`src/rtl/spi_ctl_master.sv`:
```
// spi_ctl_master: mode-0, MSB-first, 32-bit full-duplex SPI shift engine
// driven by the register file's start level, select and data fields.
module spi_ctl_master #(
  parameter int CLK_DIV = 4
) (
  input  logic        clk_i,
  input  logic        reset_i,
  input  logic        start_i,
  input  logic [1:0]  sel_i,
  input  logic [31:0] dat_i,
  output logic [31:0] dat_o,
  output logic        done_o,
  output logic        busy_o,
  output logic        sclk_o,
  output logic        mosi_o,
  input  logic        miso_i,
  output logic [3:0]  cs_n_o
);

  localparam logic [7:0] PH_LOAD = 8'(CLK_DIV - 1);

  typedef enum logic [2:0] {
    S_IDLE,
    S_SETUP,
    S_SHIFT,
    S_HOLD,
    S_DONE
  } state_t;

  state_t      state;
  state_t      state_n;

  logic        start_d;
  logic        accept;
  logic        ph_zero;
  logic        last_bit;
  logic        active_n;
  logic [1:0]  sel_n;

  logic [7:0]  ph;
  logic [4:0]  bit_cnt;
  logic [31:0] tx_sh;
  logic [31:0] rx_sh;
  logic [31:0] dat_q;
  logic [1:0]  sel_q;
  logic        sclk_q;
  logic        busy_q;
  logic        done_q;
  logic [3:0]  cs_q;

  // A transfer starts only on a fresh rising start edge while idle.
  assign accept   = start_i & ~start_d
                  & (state == S_IDLE);
  assign ph_zero  = (ph == 8'd0);
  assign last_bit = ph_zero & sclk_q
                  & (bit_cnt == 5'd0);

  // Select used for the chip-select register: the live input on the
  // accepting edge, the latched copy for the rest of the transfer.
  assign sel_n    = accept ? sel_i : sel_q;
  assign active_n = (state_n == S_SETUP)
                  | (state_n == S_SHIFT)
                  | (state_n == S_HOLD);

  // State register.
  always_ff @(posedge clk_i) begin
    if (!reset_i) begin
      state <= S_IDLE;
    end else begin
      state <= state_n;
    end
  end

  // Next-state decode.
  always_comb begin
    state_n = state;
    unique case (state)
      S_IDLE: begin
        if (accept) begin
          state_n = S_SETUP;
        end
      end
      S_SETUP: begin
        if (ph_zero) begin
          state_n = S_SHIFT;
        end
      end
      S_SHIFT: begin
        if (last_bit) begin
          state_n = S_HOLD;
        end
      end
      S_HOLD: begin
        if (ph_zero) begin
          state_n = S_DONE;
        end
      end
      S_DONE: begin
        if (!start_i) begin
          state_n = S_IDLE;
        end
      end
      default: begin
        state_n = S_IDLE;
      end
    endcase
  end

  // Start edge detector; resets high so a held start is not a new edge.
  always_ff @(posedge clk_i) begin
    if (!reset_i) begin
      start_d <= 1'b1;
    end else begin
      start_d <= start_i;
    end
  end

  // Phase/bit counters, SCLK generation and the two shift registers.
  always_ff @(posedge clk_i) begin
    if (!reset_i) begin
      ph      <= 8'd0;
      bit_cnt <= 5'd0;
      tx_sh   <= 32'd0;
      rx_sh   <= 32'd0;
      sel_q   <= 2'd0;
      sclk_q  <= 1'b0;
    end else begin
      unique case (state)
        S_IDLE: begin
          if (accept) begin
            tx_sh   <= dat_i;
            sel_q   <= sel_i;
            bit_cnt <= 5'd31;
            ph      <= PH_LOAD;
          end
        end
        S_SETUP, S_HOLD: begin
          ph <= ph_zero ? PH_LOAD : ph - 8'd1;
        end
        S_SHIFT: begin
          if (ph_zero) begin
            ph <= PH_LOAD;
            if (!sclk_q) begin
              sclk_q <= 1'b1;
              rx_sh  <= {rx_sh[30:0], miso_i};
            end else begin
              sclk_q  <= 1'b0;
              tx_sh   <= {tx_sh[30:0], 1'b0};
              bit_cnt <= bit_cnt - 5'd1;
            end
          end else begin
            ph <= ph - 8'd1;
          end
        end
        default: begin
          sclk_q <= 1'b0;
        end
      endcase
    end
  end

  // Registered status, chip selects and received word toward the
  // register file, all derived from the next state.
  always_ff @(posedge clk_i) begin
    if (!reset_i) begin
      cs_q   <= 4'hF;
      busy_q <= 1'b0;
      done_q <= 1'b0;
      dat_q  <= 32'd0;
    end else begin
      cs_q   <= active_n ? ~(4'b0001 << sel_n) : 4'hF;
      busy_q <= active_n;
      done_q <= (state_n == S_DONE);
      if ((state == S_HOLD) && ph_zero) begin
        dat_q <= rx_sh;
      end
    end
  end

  assign dat_o  = dat_q;
  assign done_o = done_q;
  assign busy_o = busy_q;
  assign sclk_o = sclk_q;
  assign mosi_o = tx_sh[31];
  assign cs_n_o = cs_q;

endmodule
```
`config.mk`:
```
export PLATFORM = sky130hd
export DESIGN_NAME = spi_ctl_master
export DESIGN_NICKNAME = d
export VERILOG_FILES = /design/src/rtl/spi_ctl_master.sv
export SDC_FILE = /design/constraint.sdc
export NUM_CORES = 1
export LEC_CHECK = 0
export ABC_AREA = 1
export BUFFER_PORTS_ARGS = -buffer_cell sky130_fd_sc_hd__buf_4
export CAP_MARGIN = 10
export CORE_MARGIN = 3
export CORE_UTILIZATION = 35
export DETAILED_ROUTE_END_ITERATION = 10
export GPL_TIMING_DRIVEN = 0
export PLACE_DENSITY = 0.51
export SETUP_SLACK_MARGIN = 0.3
export SYNTH_ARGS = -nofsm -noshare
export SYNTH_HDL_FRONTEND = slang
export SYNTH_SLANG_ARGS = --single-unit
```
`constraint.sdc`:
```
create_clock -name clk_i -period 2.1 [get_ports clk_i]
set_input_delay 0.63 -clock clk_i [delete_from_list [all_inputs] [get_ports clk_i]]
set_output_delay 0.63 -clock clk_i [all_outputs]
set_load 0.1 [all_outputs]
```
* Word-level counts from Yosys, hierarchy flattened *
Index checks and enable logic that the tools add are counted.
W data, S select, Z words.

word-level totals
  input port bits = 38
  output and inout port bits = 40
  register bits after elaboration = 122

operators by class
  multiplexer cells = 21
  add/subtract/negate cells = 2
  shift-type cells = 1
  bitwise logic cells = 10
  reduce and logical (&&, ||, !) cells = 13
  equal/unequal tests = 11

operators with widths
  operator               count
  $mux W32               3
  $pmux W32 S2           1
  $mux W8                2
  $pmux W8 S2            1
  $mux W3                5
  $mux W5                3
  $pmux W3 S5            1
  $eq A3 B2 Y1 const B   4
  $pmux W5 S2            1
  $logic_not A8 Y1       1
  $sub A8 B1 Y8 const B  1
  $eq A3 B1 Y1 const B   2
  $eq A3 B3 Y1 const B   2
  $ne A2 B2 Y1 const B   3
  $reduce_and A2 Y1      3
  $reduce_or A3 Y1       2
  $logic_not A5 Y1       1
  $sub A5 B1 Y5 const B  1
  $and A1 B1 Y1          4
  $not A4 Y4             1
  $reduce_and A4 Y1      1
  $reduce_bool A2 Y1     2
  $shl A1 B2 Y4 const A  1
  $logic_not A3 Y1       1
  7 further kinds        11

* Depth between registers and ports, before layout *
Gate-level depths: netlist (run 1).

  word-level depth = 9
  gate-level depth with buffers = 10

* Worst setup path before layout (run 1) *
No wires, ideal clock.

  path type = reg2reg
  start = reg sclk_q (netlist: sclk_o)
  end = reg tx_sh[26]
  clock period less this slack = 1.816 ns
  setup slack = 0.284 ns
  stages on the path, launching flop included = 6
  arrival time = 1.747 ns
  setup time = 0.069 ns
  path through = dfxtp_1 nor2_8 inv_6 buf_2 nand3_1 a21oi_2

between the ends
  longest elaborated chain between the ends = 2

ends and longest elaborated chain
  what                         RTL line  RTL
  start: declaration           46        logic sclk_q;
  start signal: assignment     126       sclk_q <= 1'b0;
  start signal: assignment     144       sclk_q <= 1'b1;
  start signal: assignment     147       sclk_q <= 1'b0;
  $ne A2 B2 Y1 (no line)       --
  $reduce_and A4 Y1 (no line)  --
  end signal: assignment       131       tx_sh <= dat_i;
  end signal: assignment       148       tx_sh <= {tx_sh[30:0], 1'b0};
  end: declaration             42        logic [31:0] tx_sh;

No other way between the ends.
A chain may end at the register's enable or synchronous reset.

* Worst setup path after layout (run 1) *
  start = reg sclk_q (netlist: sclk_o)
  end = out sclk_o

RTL lines
  what              RTL line  RTL
  end: declaration  14        output logic sclk_o,

No word-level cell between the ends.

==> results of run 1 <==
## synthesized netlist by cell type
master | number | area share
clkinv_1 | 1 | 0.00071
xor2_1 | 2 | 0.0033
inv_2 | 2 | 0.0014
nor3_1 | 1 | 0.00095
nand2_2 | 1 | 0.0012
nor2_1 | 25 | 0.018
inv_6 | 1 | 0.0017
nand3b_1 | 2 | 0.0029
o21ai_2 | 2 | 0.0033
a21oi_2 | 7 | 0.012
a21oi_1 | 106 | 0.10
buf_2 | 19 | 0.018
nand2_8 | 2 | 0.0076
nand4_1 | 1 | 0.0012
buf_4 | 5 | 0.0071
clkbuf_1 | 17 | 0.012
nand2_1 | 227 | 0.16
buf_6 | 4 | 0.0086
buf_12 | 1 | 0.0038
nand3_1 | 114 | 0.11
nand3_2 | 6 | 0.011
nand3_4 | 1 | 0.0033
nor2_8 | 1 | 0.0038
o21ai_0 | 8 | 0.0076
xnor2_1 | 1 | 0.0017
ha_1 | 3 | 0.0071
inv_1 | 22 | 0.016
dfxtp_1 | 122 | 0.46
buf_8 | 2 | 0.0057
nor2_2 | 3 | 0.0036
## per-layer routing
layer  routed length, um  global-route usage  vias up
met1                6545              0.2276     2288
met3                 674             0.03819       18
met5                   0                   0        -
li1                    -                   -     2529
met4                 246             0.06671        0
met2                5938              0.2482      115
## registers in the layout, summed over array words and instances (netlist names)
name     flops
cs_n_o       4
sclk_o       1
state        3
bit_cnt      5
dat_o       32
rx_sh       32
sel_q        2
tx_sh       32
start_d      1
ph           8
done_o       1
busy_o       1
## cell families after synthesis
group                      share of synthesized area
DFF                                           0.4648
AOI/OAI and AO/OA                             0.1236
xor gates and xnor gates                    0.005001
and+or+nand+nor                               0.3245
adders and majority gates                   0.007144
buffers and inverters                        0.07500
## through the flow
step	TNS, ns	total power [mW]	hold WS, ns	worst slack (ns)	area (sq um)
after floorplan	0	3.192	0.4390	0.4088	5256
after global routing	0	6.766	0.4547	0.2746	6711
final	0	6.496	0.4250	0.3839	6711
after global placement	-0.6674	3.440	0.4460	-0.08931	6057
after CTS	0	6.533	0.4139	0.3006	6683
after detailed placement	-1.362	3.463	0.4501	-0.1012	6057
## worst max path at each step
| stage | startpoint | end | slack [ns] | depth (start not counted) |
|---|---|---|---|---|
| 4_1_cts | ph[0] | dat_o[28] | 0.30 | 8 |
| 2_1_floorplan | reset_i | bit_cnt[0] | 0.41 | 5 |
| 3_5_place_dp | reset_i | tx_sh[27] | -0.10 | 5 |
| 3_3_place_gp | reset_i | ph[5] | -0.09 | 5 |
| 6_report | sclk_o | sclk_o | 0.38 | 1 |
| 5_1_grt | reset_i | dat_o[1] | 0.27 | 5 |
## worst reg2reg max path, cell delays in order, from the launching register on
cell and delay, ns:
dfxtp_1 0.29, inv_1 0.09, ha_2 0.23, nand2_1 0.10, nor2_4 0.15, nand3_4 0.12
nand2_8 0.15, nand2_8 0.10, buf_6 0.16, nand2_1 0.07, a21oi_2 0.05
## layout by cell type, fill, tap and decap left out, types with 3 or more instances in the layout
| cell | n |
|---|---|
| buf_6 | 6 |
| nand2_2 | 3 |
| clkbuf_16 | 17 |
| dfxtp_1 | 121 |
| a21oi_1 | 106 |
| nor2_2 | 4 |
| nand3_2 | 6 |
| clkbuf_2 | 8 |
| nand3_1 | 114 |
| inv_1 | 22 |
| o21ai_0 | 8 |
| buf_4 | 79 |
| nor2_1 | 22 |
| buf_2 | 19 |
| bufinv_16 | 4 |
| clkbuf_1 | 13 |
| nand2_1 | 225 |
| a21oi_2 | 7 |
## layout make-up
cell class                 count  area share
timing repair buffer          76     0.08557
multi-input combinational    513      0.3641
sequential                   122      0.3641
tap                          184     0.03430
buffer                        48     0.04549
clock inverter                 7     0.02088
inverter                      26     0.01529
clock buffer                  24     0.07028
## what timing repair did
item                                    CTS  global route
gates cloned                              0             0
endpoints found under the setup margin   81            99
endpoints found under the hold margin     0             0
hold buffers                              0             0
gates resized for setup                   4            23
pin swaps                                 0             1
## power by group through the flow
stage / clock (mW) / combinational (mW) / sequential, mW
floorplan: 0 / 0.660 / 2.53
global placement: 0 / 0.952 / 2.49
detailed placement: 0 / 0.974 / 2.49
CTS: 3.11 / 0.986 / 2.44
global route: 3.21 / 1.11 / 2.45
finish: 3.05 / 1.00 / 2.44
==> metrics.md, run 1 <==
| Metric | Value |
|---|---|
| Status | complete, no violations |
| Clock latency on the worst-skew pair | 0.42 ns |
| Fmax | 582.7 MHz |
| Finished Layout Cells | 1,000 |
| Flip-flop and latch count after synthesis | 122 |
| CTS buffer count | 17 |
| Worst-path clk slew | 0.05 ns |
| Area of the multi-input gates | 0.002444 sq mm |
| Worst hold start | start_i |
| Nets | 845 |
| Max-capacitance violation count | 0 |
| Cell variety after synth | 30 |
| Final ANT Viol Nets | 0 |
| FF+latch area | 0.002444 sq mm |
| Drt pass-1 iters | 5 |
| Skew final | 0.007786 ns |
| Post-CTS Setup Inserts | 0 |
| Initial antenna violation count | 0 |
| Mapped cell area | 0.005255 sq mm |
| CTS Buffer Depth | 2 |
| Fillcell total | 1,494 |
| Synthesized Nets | 750 |
| Share of cells above drive strength 1 | 0.2132 |
| Hold path endpoint | start_d |
| Post-Synthesis Cells | 709 |
| Hold Path Depth | 3 |
| Mean area per synthesized cell | 7.412 sq um |
| # clock sinks | 122 |
| Final setup vio count | 0 |
| DR vias/cell | 4.950 |
| First-pass GRT wire length | 21.95 mm |
| WL/cell | 13.40 um |
| Kind of critical path | flop to output port |
| RSZ-0062 raised after global routing | yes |
| GP Congestion | 0.8088 |
| Switching Share | 0.2654 |
| Family with the most delay on the worst path | flip-flops |
| Grt total ovfl | 0 |
| Vias in the first global route | 4,554 |
| Final worst path period need | 1.716 ns |
| Vias | 4,950 |
| Clk pwr share | 0.470 |
| Startpoint Class | flop |
| DRC viols | 0 |
| Floorplan core area | 0.01459 sq mm |
| IO Count | 78 |
| Inst Count DP | 969 |
| Largest net degree at the start of global routing | 17 |
| GRT Resource Usage Total | 0.1645 |
| Diode count | 0 |
| Register-to-Register Path Depth | 10 |
| TritonCTS clock tree | built |
| WP data arrival | 1.09 ns |
| DP HPWL | 9.433 mm |
| CP max stage delay | 0.41 ns |
| Final period utilization | 0.8172 |
| Leak pwr | 2.654 nW |
| R2r startpoint | ph[0] |
| Root buffer cell | clkbuf_16 |
| Die Ht | 128.5 um |
| Rel. slew slack | 0.6141 |
| Switching power | 1.724 mW |
| R2R Setup Slk | 0.44 ns |
| Fin. Hold Viols | 0 |
| Rows | 44 |
| Slowest cell on the critical path | dfxtp_2 |
| Full die area | 0.01652 sq mm |
| Number of buffers and inverters on the critical path | 1 |
| Initial drt markers | 326 |
| Layout area overhead | 27.71% |
| Crit. End Element | output port |
| Internal Power | 4.772 mW |
| Max VDD drop | 549.2 uV |
| Comb power frac | 0.154 |
| Sequential Power Share | 0.376 |
| Required @ worst endpoint | 1.47 ns |
| H-tree levels | 4 |
| CP Cell Sequence | buf_6 |
| Max FO, Critical Path | 4 |
| Die X-Extent | 128.5 um |
| Min-Delay Path Class | primary input to flop |
| Initial core utilization | 0.3602 |
| Sequential fraction of the synthesis area | 0.4648 |
| Worst-Margin Slew | 0.5788 ns |
| Pwr dens | 967.9 mW/mm^2 |
| Final WL | 13.40 mm |
| Fin util | 0.4600 |
| Yosys warns | 0 |
| Capturing point of the worst reg2reg path | bit_cnt[2] |
| Buffers added on ports | 76 |
| Max-slew violation count | 0 |
Note: power is estimated with default switching activity, not from simulation.
==> run 2: changes to the inputs <==
clock period = 1.65 ns   (was 2.1 ns; I/O delays follow)
==> metrics.md, run 2 (synthesis results as in run 1) <==
| Metric | Value |
|---|---|
| Status | complete, no violations |
| Initial core utilization | 0.3602 (unchanged) |
| Buffers added on ports | 76 (unchanged) |
| Register-to-Register Path Depth | 10 (unchanged) |
| Hold Path Depth | 3 (unchanged) |
| Required @ worst endpoint | 1.99 ns (+0.52 ns) |
| TritonCTS clock tree | built |
| Die X-Extent | 128.5 um (unchanged) |
| First-pass GRT wire length | 23.52 mm (+7.1%) |
| Grt total ovfl | 0 (unchanged) |
| Final worst path period need | 1.547 ns |
| Max-slew violation count | 0 (unchanged) |
| Nets | 893 (+5.7%) |
| Min-Delay Path Class | primary input to flop |
| Final ANT Viol Nets | 0 (unchanged) |
| Final period utilization | 0.9377 |
| GRT Resource Usage Total | 0.1762 (+0.01168) |
| Die Ht | 128.5 um (unchanged) |
| Kind of critical path | flop to flop |
| GP Congestion | 0.8128 (+0.49%) |
| R2r startpoint | ph[1] |
| DR vias/cell | 4.915 (-0.70%) |
| Layout area overhead | 57.50% |
| Skew final | 0.01481 ns (+0.007027 ns) |
| Max VDD drop | 662.6 uV (+21%) |
| Vias in the first global route | 4,907 (+7.8%) |
| Startpoint Class | flop |
| Drt pass-1 iters | 4 (-1) |
| CTS buffer count | 17 (unchanged) |
| Largest net degree at the start of global routing | 17 (unchanged) |
| Fin util | 0.5673 (+0.1073) |
| Pwr dens | 1051 mW/mm^2 (+8.5%) |
| Setup TNS | 0 ns (unchanged) |
| WHS | 0.2728 ns (-0.1522 ns) |
| WL/cell | 13.90 um (+3.7%) |
| Worst-path clk slew | 0.06 ns (about the same) |
| Fmax | 646.4 MHz |
| CTS Buffer Depth | 2 (unchanged) |
| Diode count | 0 (unchanged) |
| DP HPWL | 9.463 mm (+0.32%) |
| Total Power | 8.695 mW (+34%) |
| Clock latency on the worst-skew pair | 0.42 ns (about the same) |
| Hold-fix buffers, CTS | 0 (unchanged) |
| Share of cells above drive strength 1 | 0.4150 (+0.2018) |
| # clock sinks | 122 (unchanged) |
| Rows | 44 (unchanged) |
| Worst hold start | start_i |
| Capturing point of the worst reg2reg path | tx_sh[9] |
| DRC viols | 0 (unchanged) |
| Max FO, Critical Path | 5 (+1) |
| Most frequent cells in the layout | nand2_1, nand3_1, dfxtp_1 |
| Floorplan core area | 0.01459 sq mm (unchanged) |
| Leak pwr | 3.176 nW (+20%) |
| Worst-Margin Slew | 0.6297 ns (+0.05082 ns) |
| Hold path endpoint | start_d |
| Crit. End Element | flop |
| Design area | 0.008277 sq mm (+23%) |
| R2R Setup Slk | 0.10 ns (-0.34 ns) |
| WP data arrival | 1.89 ns (+0.80 ns) |
| Root buffer cell | clkbuf_16 |
| IO Count | 78 (unchanged) |
| Vias | 5,156 (+4.2%) |
| Commonest non-fill, non-tap cell in the layout | nand2_1 |
| Placement Cell Area | 0.006197 sq mm (+2.3%) |
| Final WL | 14.58 mm (+8.8%) |
| H-tree levels | 4 (unchanged) |
| Max-capacitance violation count | 0 (unchanged) |
| Rel. slew slack | 0.5802 (-0.03388) |
| Initial drt markers | 210 (-36%) |
| RSZ-0062 raised after global routing | yes |
| Full die area | 0.01652 sq mm (unchanged) |
| Final setup vio count | 0 (unchanged) |
| Fin. Hold Viols | 0 (unchanged) |
| Initial antenna violation count | 0 (unchanged) |
| Fillcell total | 1,281 (-14%) |
## run 2: cell types whose count changed in the layout (fill, tap and decap cells not counted), moves of 11 or more
cell	delta
a21oi_2	+32
dfxtp_2	+38
nand2_2	+17
dfxtp_1	-45
a21oi_1	-32
buf_12	+46
nand3_1	-13
nand3_2	+11
nand2_1	-27
## run 2: timing repair
| item | 4_1_cts | 5_1_grt |
|---|---|---|
| gates resized for setup | 128 | 144 |
| pin swaps | 25 | 26 |
| cloned | 7 | 3 |
| buffers inserted | 26 | 12 |
| endpoints found under the setup margin | 157 | 158 |
## run 2: critical path: stages, from the launching register on
cell and delay, ns:
dfxtp_2 0.31, inv_2 0.08, ha_4 0.16, nand2_4 0.05, nor2_4 0.15, nand3_4 0.12
nand2_8 0.12, buf_6 0.13, clkbuf_16 0.14, nand3_1 0.07, a21oi_1 0.14
## run 2: report_power, final
part | internal [mW] | switching (mW) | total, mW
clock | 2.26 | 1.39 | 3.65
combinational | 0.900 | 1.03 | 1.93
sequential | 3.04 | 0.0799 | 3.12
## run 2: per-layer routing
layer / share of wire / GRT usage
met1: 0.46 / 0.2289
met5: 0 / 0
met3: 0.038 / 0.04442
met4: 0.019 / 0.06856
met2: 0.48 / 0.2823
## run 2: final cells by class
type / instances / area [sq um] / area share
Buffer: 48 / 430.4 / 0.05200
Multi-Input combinational cell: 513 / 2815 / 0.3401
Tap cell: 184 / 230.2 / 0.02782
Sequential cell: 122 / 2517 / 0.3042
Clock buffer: 18 / 439.2 / 0.05306
Inverter: 26 / 107.6 / 0.01300
Timing Repair Buffer: 124 / 1590 / 0.1921
Clock inverter: 14 / 146.4 / 0.01769
## run 2: how the worst max path moves through the flow
| stage | end | depth (start not counted) | from |
|---|---|---|---|
| after detailed placement | dat_o[24] | 6 | state[0] |
| after CTS | dat_o[17] | 1 | dat_o[17] |
| after floorplan | tx_sh[26] | 10 | ph[1] |
| final | tx_sh[9] | 10 | ph[1] |
| after global placement | dat_o[23] | 6 | state[0] |
| after global routing | tx_sh[4] | 10 | ph[1] |
## run 2: metrics by stage
stage / std cells / worst slack [ns]
floorplan: 709 / 0.2330
global placement: 969 / -0.2641
detailed placement: 969 / -0.2972
CTS: 1034 / 0.1634
global route: 1049 / 0.02685
finish: 1049 / 0.1029
==> run 3: changes to the inputs <==
clock period = 1.6 ns   (was 1.65 ns; I/O delays follow)
==> metrics.md, run 3 (synthesis results as in run 1) <==
| Metric | Value |
|---|---|
| Diode count | 0 (unchanged) |
| Final setup vio count | 0 (unchanged) |
| Kind of critical path | flop to flop |
| Max FO, Critical Path | 8 (+3) |
| Initial core utilization | 0.3602 (unchanged) |
| H-tree levels | 4 (unchanged) |
| Nets | 906 (+1.5%) |
| Skew final | 0.009270 ns (-0.005544 ns) |
| Max-slew violation count | 0 (unchanged) |
| Fmax | 662.7 MHz (+2.5%) |
| Layout area overhead | 60.74% |
| First-pass GRT wire length | 24.17 mm (+2.8%) |
| Grt total ovfl | 0 (unchanged) |
| Family with the most delay on the worst path | simple AND/OR/NAND/NOR gates |
| Number of buffers and inverters on the critical path | 3 (unchanged) |
| GRT Resource Usage Total | 0.1812 (+0.005024) |
| IO Count | 78 (unchanged) |
| DR vias/cell | 4.933 (+0.37%) |
| Max VDD drop | 704.3 uV (+6.3%) |
| Required @ worst endpoint | 1.88 ns (-0.11 ns) |
| Most frequent cells in the layout | nand2_1, nand3_1, a21oi_1 |
| Clock latency on the worst-skew pair | 0.42 ns (about the same) |
| R2R Setup Slk | 0.09 ns (about the same) |
| Initial drt markers | 242 (+15%) |
| Initial antenna violation count | 0 (unchanged) |
| WL/cell | 14.25 um (+2.6%) |
| Rel. slew slack | 0.5479 (-0.03236) |
| # clock sinks | 122 (unchanged) |
| Hold path endpoint | start_d |
| Buffers added on ports | 76 (unchanged) |
| Slowest cell on the critical path | dfxtp_1 |
| CTS Buffer Depth | 2 (unchanged) |
| Final WL | 15.14 mm (+3.8%) |
| Startpoint Class | flop |
| GP Congestion | 0.8177 (+0.60%) |
| DRC viols | 0 (unchanged) |
| Pwr dens | 1149 mW/mm^2 (+9.4%) |
| Final worst slack | 0.09105 ns (-0.01181 ns) |
| DP HPWL | 9.502 mm (+0.41%) |
| Vias | 5,239 (+1.6%) |
| DP Worst Slack | -0.3225 ns (-0.02535 ns) |
| Register-to-Register Path Depth | 9 (-1) |
| RSZ-0062 raised after global routing | yes |
| CP Cell Sequence | inv_2 > ha_4 > nand2_2 > nor2_4 > buf_12 > nand2_8 > buf_8 > nand2_1 > a21oi_1 |
| Largest net degree at the start of global routing | 17 (unchanged) |
| WP data arrival | 1.79 ns (-0.10 ns) |
| TritonCTS clock tree | built |
| Max-capacitance violation count | 0 (unchanged) |
| Final worst path period need | 1.509 ns (-0.03819 ns) |
| Status | complete, no violations |
| Commonest non-fill, non-tap cell in the layout | nand2_1 |
| Min-Delay Path Class | primary input to flop |
| Root buffer cell | clkbuf_16 |
| CP max stage delay | 0.30 ns (about the same) |
| Total Power | 9.708 mW (+12%) |
| Crit. End Element | flop |
| Hold Path Depth | 3 (unchanged) |
| Die Ht | 128.5 um (unchanged) |
| CTS buffer count | 17 (unchanged) |
| Worst-Margin Slew | 0.6782 ns (+0.04853 ns) |
| Worst-path clk slew | 0.05 ns (about the same) |
| Die X-Extent | 128.5 um (unchanged) |
| Fin util | 0.5790 (+0.01166) |
| R2r startpoint | ph[0] |
| Floorplan core area | 0.01459 sq mm (unchanged) |
| Worst hold start | start_i |
| Full die area | 0.01652 sq mm (unchanged) |
| Final ANT Viol Nets | 0 (unchanged) |
| Leak pwr | 3.292 nW (+3.7%) |
| Vias in the first global route | 4,957 (+1.0%) |
| Capturing point of the worst reg2reg path | dat_o[2] |
| Fin. Hold Viols | 0 (unchanged) |
| Drt pass-1 iters | 5 (+1) |
| Share of cells above drive strength 1 | 0.3952 (-0.01981) |
| Final period utilization | 0.9431 (+0.005433) |
| Rows | 44 (unchanged) |
| Hold-fix buffers, CTS | 0 (unchanged) |
==> run 3: changes by cell type in the layout (fill, tap and decap cells not counted), moves of 3 or more <==
cell | previous run | this run
buf_2 | 10 | 7
nand3_2 | 17 | 10
clkbuf_4 | 2 | 5
buf_8 | 8 | 16
nand3_1 | 101 | 109
nand2_1 | 198 | 204
inv_6 | 3 | 0
bufinv_16 | 2 | 6
buf_4 | 74 | 80
nand2_2 | 20 | 16
clkinvlp_4 | 6 | 2
a21oi_2 | 39 | 28
a21oi_1 | 74 | 85
==> run 3: how the worst max path moves through the flow <==
stage                   from        end  slack [ns]  cells after the start
finish                 ph[0]   dat_o[2]        0.09                      9
global route           ph[0]   dat_o[2]      -0.006                      9
CTS                 state[2]  tx_sh[26]        0.10                     10
detailed placement  state[0]  dat_o[29]       -0.32                      6
global placement    state[0]  dat_o[27]       -0.30                      6
floorplan              ph[1]  tx_sh[26]        0.19                     10
==> run 3: worst min-delay path: cells and delay by family <==
kind,cells,cell delay [ns]
buffers and inverters,2,0.13
AND/OR/NAND/NOR,1,0.04
==> run 3: final cells by class <==
type / count / area, sq um
flip-flops and latches: 122 / 2519
clock buffers: 22 / 495.5
multi-input cells: 515 / 2746
fillers: 1275 / 6142
well taps: 184 / 230.2
clock inverters: 10 / 209.0
plain buffers: 48 / 447.9
inverters: 26 / 112.6
repair buffers: 135 / 1687
==> run 3: layer usage <==
layer / wire length, um / GRT usage / part of all wire / vias up
met5: 0 / 0 / 0 / -
met4: 218 / 0.07721 / 0.014 / 0
met3: 562 / 0.04234 / 0.037 / 18
met2: 7426 / 0.2945 / 0.49 / 117
met1: 6929 / 0.2311 / 0.46 / 2436
li1: - / - / - / 2668
==> run 3: where the power goes <==
part,leakage [nW],switching [mW],internal [mW]
Combinational,1.95,1.08,0.895
Clock,0.338,1.39,3.14
Sequential,1.01,0.0772,3.13
==> run 3: repair_timing <==
item / in CTS / in global routing
pin swaps: 14 / 15
resized for setup: 147 / 125
endpoints found under the setup margin: 158 / 159
setup buffers: 23 / 24
gates cloned: 8 / 6
==> run 3: through the flow <==
stage	setup TNS, ns	cells	hold WS (ns)	area, sq um
finish	0	1062	0.2641	8447
global route	-0.005526	1062	0.2591	8447
CTS	0	1032	0.2506	7715
detailed placement	-13.47	969	0.4516	6185
global placement	-12.86	969	0.4474	6185
floorplan	0	709	0.4391	5384
